`src/rtl/btn_input_rx.sv`:
```
// Push-button receiver: synchronise, debounce and classify N buttons into press,
// release, long-press and auto-repeat pulses; buttons 0/1 step a 3-bit position index.
module btn_input_rx #(
    parameter int N_BTN        = 2,
    parameter int DEBOUNCE_CYC = 240000,
    parameter int LONG_CYC     = 12000000,
    parameter int REPEAT_CYC   = 2400000,
    parameter int ACTIVE_LOW   = 1
) (
    input  logic             clk,
    input  logic             rst_n,
    input  logic [N_BTN-1:0] btn_raw,
    output logic [N_BTN-1:0] btn_level,
    output logic [N_BTN-1:0] press_pulse,
    output logic [N_BTN-1:0] release_pulse,
    output logic [N_BTN-1:0] long_pulse,
    output logic [N_BTN-1:0] repeat_pulse,
    output logic [2:0]       sel
);

    localparam int DEB_W  = (DEBOUNCE_CYC > 1) ? $clog2(DEBOUNCE_CYC) : 1;
    localparam int HOLD_W = $clog2(LONG_CYC + 1);
    localparam int REP_W  = (REPEAT_CYC > 1) ? $clog2(REPEAT_CYC) : 1;

    localparam logic [DEB_W-1:0]  DEB_MAX  = DEB_W'(DEBOUNCE_CYC - 1);
    localparam logic [HOLD_W-1:0] HOLD_MAX = HOLD_W'(LONG_CYC - 1);
    localparam logic [REP_W-1:0]  REP_MAX  = REP_W'(REPEAT_CYC - 1);
    localparam logic              IDLE_PIN = (ACTIVE_LOW != 0) ? 1'b1 : 1'b0;

    typedef enum logic [1:0] {RELEASED, PRESSED, HELD} hold_state_e;

    logic [N_BTN-1:0] sync1;
    logic [N_BTN-1:0] sync2;
    logic [N_BTN-1:0] samp;

    // Sync flops idle at the released pin level so reset never looks like a press.
    always_ff @(posedge clk or negedge rst_n) begin
        if (!rst_n) begin
            sync1 <= {N_BTN{IDLE_PIN}};
            sync2 <= {N_BTN{IDLE_PIN}};
        end else begin
            sync1 <= btn_raw;
            sync2 <= sync1;
        end
    end

    assign samp = sync2 ^ {N_BTN{IDLE_PIN}};

    for (genvar i = 0; i < N_BTN; i++) begin : g_btn
        logic [DEB_W-1:0]  deb_cnt;
        logic              level;
        logic              press_now;
        logic              release_now;
        hold_state_e       state;
        hold_state_e       state_nx;
        logic [HOLD_W-1:0] hold_cnt;
        logic [HOLD_W-1:0] hold_nx;
        logic [REP_W-1:0]  rep_cnt;
        logic [REP_W-1:0]  rep_nx;
        logic              long_nx;
        logic              repeat_nx;
        logic              press_q;
        logic              release_q;
        logic              long_q;
        logic              repeat_q;

        assign press_now   = (samp[i] != level) && (deb_cnt == DEB_MAX) && samp[i];
        assign release_now = (samp[i] != level) && (deb_cnt == DEB_MAX) && !samp[i];

        always_ff @(posedge clk or negedge rst_n) begin
            if (!rst_n) begin
                deb_cnt <= '0;
                level   <= 1'b0;
            end else if (samp[i] == level) begin
                deb_cnt <= '0;
            end else if (deb_cnt == DEB_MAX) begin
                deb_cnt <= '0;
                level   <= samp[i];
            end else begin
                deb_cnt <= deb_cnt + DEB_W'(1);
            end
        end

        // A release on the terminal-count cycle suppresses the long/repeat pulse.
        always_comb begin
            state_nx  = state;
            hold_nx   = hold_cnt;
            rep_nx    = rep_cnt;
            long_nx   = 1'b0;
            repeat_nx = 1'b0;
            case (state)
                RELEASED: begin
                    if (press_now) begin
                        state_nx = PRESSED;
                        hold_nx  = '0;
                    end
                end
                PRESSED: begin
                    if (release_now) begin
                        state_nx = RELEASED;
                    end else if (hold_cnt == HOLD_MAX) begin
                        long_nx  = 1'b1;
                        state_nx = HELD;
                        rep_nx   = '0;
                    end else begin
                        hold_nx = hold_cnt + HOLD_W'(1);
                    end
                end
                HELD: begin
                    if (release_now) begin
                        state_nx = RELEASED;
                    end else if (rep_cnt == REP_MAX) begin
                        repeat_nx = 1'b1;
                        rep_nx    = '0;
                    end else begin
                        rep_nx = rep_cnt + REP_W'(1);
                    end
                end
                default: state_nx = RELEASED;
            endcase
        end

        always_ff @(posedge clk or negedge rst_n) begin
            if (!rst_n) begin
                state     <= RELEASED;
                hold_cnt  <= '0;
                rep_cnt   <= '0;
                press_q   <= 1'b0;
                release_q <= 1'b0;
                long_q    <= 1'b0;
                repeat_q  <= 1'b0;
            end else begin
                state     <= state_nx;
                hold_cnt  <= hold_nx;
                rep_cnt   <= rep_nx;
                press_q   <= press_now;
                release_q <= release_now;
                long_q    <= long_nx;
                repeat_q  <= repeat_nx;
            end
        end

        assign btn_level[i]     = level;
        assign press_pulse[i]   = press_q;
        assign release_pulse[i] = release_q;
        assign long_pulse[i]    = long_q;
        assign repeat_pulse[i]  = repeat_q;
    end

    logic step_up;
    logic step_dn;
    logic [2:0] sel_q;

    assign step_up = press_pulse[0] | repeat_pulse[0];
    assign step_dn = press_pulse[1] | repeat_pulse[1];

    always_ff @(posedge clk or negedge rst_n) begin
        if (!rst_n) begin
            sel_q <= 3'd0;
        end else if (step_up && !step_dn) begin
            sel_q <= sel_q + 3'd1;
        end else if (step_dn && !step_up) begin
            sel_q <= sel_q - 3'd1;
        end
    end

    assign sel = sel_q;

endmodule

```
`config.mk`:
```
export PLATFORM = sky130hd
export DESIGN_NAME = btn_input_rx
export DESIGN_NICKNAME = d
export VERILOG_FILES = /design/src/rtl/btn_input_rx.sv
export SDC_FILE = /design/constraint.sdc
export NUM_CORES = 1
export LEC_CHECK = 0
export CAP_MARGIN = 20
export CORE_UTILIZATION = 47
export DETAILED_ROUTE_END_ITERATION = 10
export PLACE_DENSITY = 0.63
export SLEW_MARGIN = 10
export SYNTH_ARGS = -nofsm -noshare
export SYNTH_HDL_FRONTEND = slang
export SYNTH_SLANG_ARGS = --single-unit
```
`constraint.sdc`:
```
create_clock -name clk -period 5.8 [get_ports clk]
set_input_delay 0.58 -clock clk [delete_from_list [all_inputs] [get_ports clk]]
set_output_delay 0.58 -clock clk [all_outputs]
set_load 0.02 [all_outputs]
```
After elaboration in Yosys (flattened, before gate mapping)
Cells that the tools add are included.

Input bits: 4. Output and inout port bits: 13. Register bits: 149. Word-level logic and storage cells: 135.

Add/subtract/negate cells: 8. Reductions and logical operators: 27. Bitwise operators: 5. Equality and inequality tests: 28. Mux-type cells: 46.

Operator list (count): 2-to-1 mux 22 bit (8); 2-to-1 mux 24 bit (6); one-hot mux 24 bit (2 select lines) (2); one-hot mux 22 bit (2 select lines) (2); 2-to-1 mux 18 bit (4); adder 24 x 1 -> 24 bit, second input constant (2); equality test 24 bit, second input constant (2); adder 22 x 1 -> 22 bit, second input constant (2); equality test 22 bit, second input constant (2); adder 18 x 1 -> 18 bit, second input constant (2); equality test 18 bit, second input constant (2); != test 2 bit, second input constant (12); 2-to-1 mux 2 bit (8); AND reduction 4 bit (4); 2-to-1 mux 1 bit (12); one-hot mux 2 bit (3 select lines) (2); nonzero test 2 bit (5); logical AND 1 bit (8); 2-to-1 mux 3 bit (2); != test 3 bit, second input constant (2); AND reduction 3 bit (2); equality test 2 x 1 -> 1 bit, second input constant (2); equality test 2 bit, second input constant (2); logical NOT 1 bit (4); 9 further kinds (15).

Longest topological paths before layout
Depth in word-level cells: 6. Depth in mapped cells: 10. Mapped depth without buffers: 8.

Worst setup path before layout
OpenSTA, ideal clock, no wires.

Kind: register to register. Start: register g_btn[0].deb_cnt[14]. End: register g_btn[0].rep_cnt[9]. Setup time: 0.118 ns. Path buffers: 1. Required time: 5.682 ns. Arrival time: 2.052 ns. Stages on the path, launching flop included: 8. Clock period less this slack: 2.170 ns. Path slack: 3.630 ns. Path through: dfrtp_1 > or4_4 > or3_4 > nor3_4 > or2_1 > buf_6 > o21ai_2 > a21o_1.

Longest elaborated chain between the ends: 5. Elaborated cells between the ends (all ways): 6. Classes of those cells: 3 x eq/ne; 3 x reduce/logical.

Ends and longest elaborated chain: start: declaration (RTL line 50) `logic [DEB_W-1:0] deb_cnt;`; start signal: assignment (RTL line 80) `deb_cnt <= deb_cnt + DEB_W'(1);`; equality test 18 bit * (RTL line 68) `assign release_now = (samp[i] != level) && (deb_cnt == DEB_MAX) && !samp[i];`; logical AND 1 bit * (2 in a row) (RTL line 68); != test 2 bit (no source line); AND reduction 4 bit (no source line) *; end signal: assignment (RTL line 135) `rep_cnt <= rep_nx;`; end: declaration (RTL line 58) `logic [REP_W-1:0] rep_cnt;`.

Every way passes the cells marked *; elsewhere a longest branch is shown, timed or not. A chain may end at the register's enable or synchronous reset.

Worst setup path in the final report
Start: register g_btn[0].deb_cnt[14]. End: register g_btn[0].hold_cnt[16].

Longest elaborated chain between the ends: 5. Elaborated cells between the ends (all ways): 7. Classes of those cells: 3 x eq/ne; 4 x reduce/logical.

Ends and longest elaborated chain: equality test 18 bit * (RTL line 67, 68); logical AND 1 bit * (RTL line 67, 68); logical AND 1 bit (on tied branches) (RTL line 68, 67); != test 2 bit (no source line); AND reduction 4 bit (no source line) *; end signal: assignment (RTL line 134) `hold_cnt <= hold_nx;`; end: declaration (RTL line 56) `logic [HOLD_W-1:0] hold_cnt;`.

Marks and branches as above.

==> metrics.txt <==
run status complete, no violations; fraction of layout instances using a drive strength above 1 7.63%; Final Net Count 877; clock latency at the later pin of the worst-skew pair 0.43 ns; Row Count 47; part of the Yosys area used for sequential elements 47.2%; number of antenna violations at the first check in global routing 0; effective utilization at floorplan 47.9%; Storage cell area 0.00373 mm^2; HPWL after detailed placement 11200 um; top-count cell post-synth sky130_fd_sc_hd__dfrtp_1; dominant synthesized flop cell sky130_fd_sc_hd__dfrtp_1; core area 0.0165 mm^2; worst-path maximum fanout 13; worst voltage drop across the vdd grid 0.000210 V; floorplan die height 132 um; number of gates resized after CTS 0; number of warning messages in the yosys log 0; post-route clock skew 0.00661 ns; number of clock sinks 149; via count of the first global-routing pass 6228; GR Util All Layers 20.7%; Highest Clock Rate 367 MHz; most area-consuming cells after synthesis sky130_fd_sc_hd__dfrtp_1 46%, sky130_fd_sc_hd__nor2_1 5.1%, sky130_fd_sc_hd__nand2_1 4.1%; total number of H-tree levels 4; Clock Root Buffer sky130_fd_sc_hd__clkbuf_16; gate count after technology mapping 868; classification of the worst setup path reg -> reg; capturing instance or port of the critical path g_btn[0].hold_cnt[16]; DRC 0; # port buffers 16; routability congestion estimate 0.824; worst reg2reg setup slack 3.08 ns; total of max-cap violations 0; Critical Path Start Type register; clock-pin transition on the worst setup and hold timing paths 0.06 ns; count of flip-flops with a built-in enable after synthesis 0; final worst-path cycle share 47.0%; hold-fix buffer count after cts 0; via count of the routed design 6379; Final min period 2.72 ns; most instantiated cells after synthesis 145 x sky130_fd_sc_hd__dfrtp_1, 107 x sky130_fd_sc_hd__nor2_1, 87 x sky130_fd_sc_hd__nand2_1; Pre-Repair DR Iteration Count 7; syn nets 880; launch instance of the worst register-to-register path g_btn[0].deb_cnt[14]; Data arrival, critical path 3.02 ns; worst slew pin tran 1.04 ns; Die Footprint 0.0174 mm^2; FF-to-FF path depth 6; global-route wire length before repair 29200 um; Worst Setup End Kind register; clk buf depth 2; RSZ-0062 raised after global routing no; worst flop-to-flop path endpoint g_btn[0].hold_cnt[16]; fillers 1483; final count of pins violating max slew 0; total power 2310 uW; number of diodes 0; width of the chip 132 um; total of flip-flops plus latches after synthesis 149; routed wire length 16800 um; startpoint of the most critical setup path g_btn[0].deb_cnt[14]; average detailed-routed wire length per instance 15.3 um; worst rel slew slack 30.2%; largest area contributor in the synthesized netlist sky130_fd_sc_hd__dfrtp_1; Post-DRT Antenna Nets 0; Overflow after GRT 0; vias per std cell 5.81; # setup viols final 0; Leakage Power 0.00372 uW; Final Hold Viols 0; fin util 53.3%; Worst EP required 6.10 ns; total negative setup slack 0 ns; area of the multi-input gates 0.00389 mm^2; fraction of post-synthesis cell area in the top cell type by area 45.8%; area added between synthesis and finish 11.3%; pin count of the biggest net entering global routing 94; Yosys cell types 71; TritonCTS clock tree yes; type of the worst min-delay path in -> async; area of the mapped netlist 0.00792 mm^2; number of buffers created by CTS 17; average footprint of a synthesized cell 9.12 um^2; async set or reset register ratio after synthesis 100%; power per standard cell area 262 mW/mm^2; I/O pin total 17; DRT iter0 DRCs 482; setup repair bufs after CTS 0
[kinds of logic after synthesis]
kind of cell	count (synthesis)	share of synthesized area (%)
AND/OR/NAND/NOR	439	29.4
adder cells (fa/ha/maj)	8	1.36
buffers and inverters	59	3.68
multiplexers	9	1.15
XOR/XNOR	52	5.75
flip-flops	149	47.2
AO/OA/AOI/OAI	152	11.5
[cells in the final DEF, fill, tap and decap left out, drive strengths merged, types with 7 or more instances in the layout]
cell type and count:
a21o 8, a21oi 36, a31oi 8, and2 7, and3 16, and4 10
clkbuf 20, clkdlybuf4s50 15, dfrtp 145, ha 7, inv 18, mux2i 8
nand2 87, nand2b 9, nand3 62, nand4 29, nor2 108, nor3 37
nor4 20, nor4b 7, o21ai 69, o31ai 11, or3 13, xnor2 28
xor2 24
[flip-flops by register name (all words and copies together) (netlist names), 3 cells and up]
register and flops:
g_btn.hold_cnt 48, g_btn.rep_cnt 44, g_btn.deb_cnt 36, g_btn.state 4
sel 3
[routing by layer]
layer / part of all wire (%) / wire length [um] / vias to the layer above / global-route usage [%]
li1: - / - / 3093 / -
met3: 4.0 / 679 / 25 / 4.96
met2: 47 / 7960 / 130 / 33.0
met4: 1.4 / 227 / 0 / 7.49
met1: 47 / 7930 / 3131 / 27.4
met5: 0 / 0 / - / 0
[worst min-delay path by stage]
stage                                       to  depth (start not counted)
after floorplan            g_btn[0].deb_cnt[0]                          0
after global placement                sync2[1]                          0
after detailed placement              sync2[1]                          0
after CTS                 g_btn[0].rep_cnt[16]                          1
after global routing      g_btn[0].rep_cnt[18]                          1
final                     g_btn[0].rep_cnt[16]                          1
[layout make-up]
class / instances / area share, %
clock buffer: 20 / 5.18
clock inverter: 12 / 2.29
inverter: 18 / 0.767
multi-input combinational: 660 / 44.2
sequential: 149 / 42.4
tap: 220 / 3.12
timing repair buffer: 19 / 2.13
[worst max-delay path: stages (launching register included)]
cell	delay (ns)
sky130_fd_sc_hd__dfrtp_1	0.42
sky130_fd_sc_hd__or4_4	0.55
sky130_fd_sc_hd__or2_2	0.35
sky130_fd_sc_hd__nor4_4	0.62
sky130_fd_sc_hd__a21oi_1	0.27
sky130_fd_sc_hd__o21ai_0	0.26
sky130_fd_sc_hd__o21ai_0	0.12
[power by group]
part	internal, uW	switching (uW)
registers	1050	4.60
logic	6.81	27.4
clock network	786	438
total	1840	470
[metrics by stage]
stage | std cells | area, um^2 | worst slack [ns] | hold slack, ns
floorplan | 868 | 7920 | 3.63 | 0.284
finish | 1098 | 8810 | 3.08 | 0.248
CTS | 1097 | 8810 | 2.84 | 0.272
global route | 1098 | 8810 | 2.84 | 0.314
detailed placement | 1065 | 8150 | 2.87 | 0.347
global placement | 1064 | 8140 | 2.98 | 0.345
No activity file was read; power rests on OpenSTA's default activity.
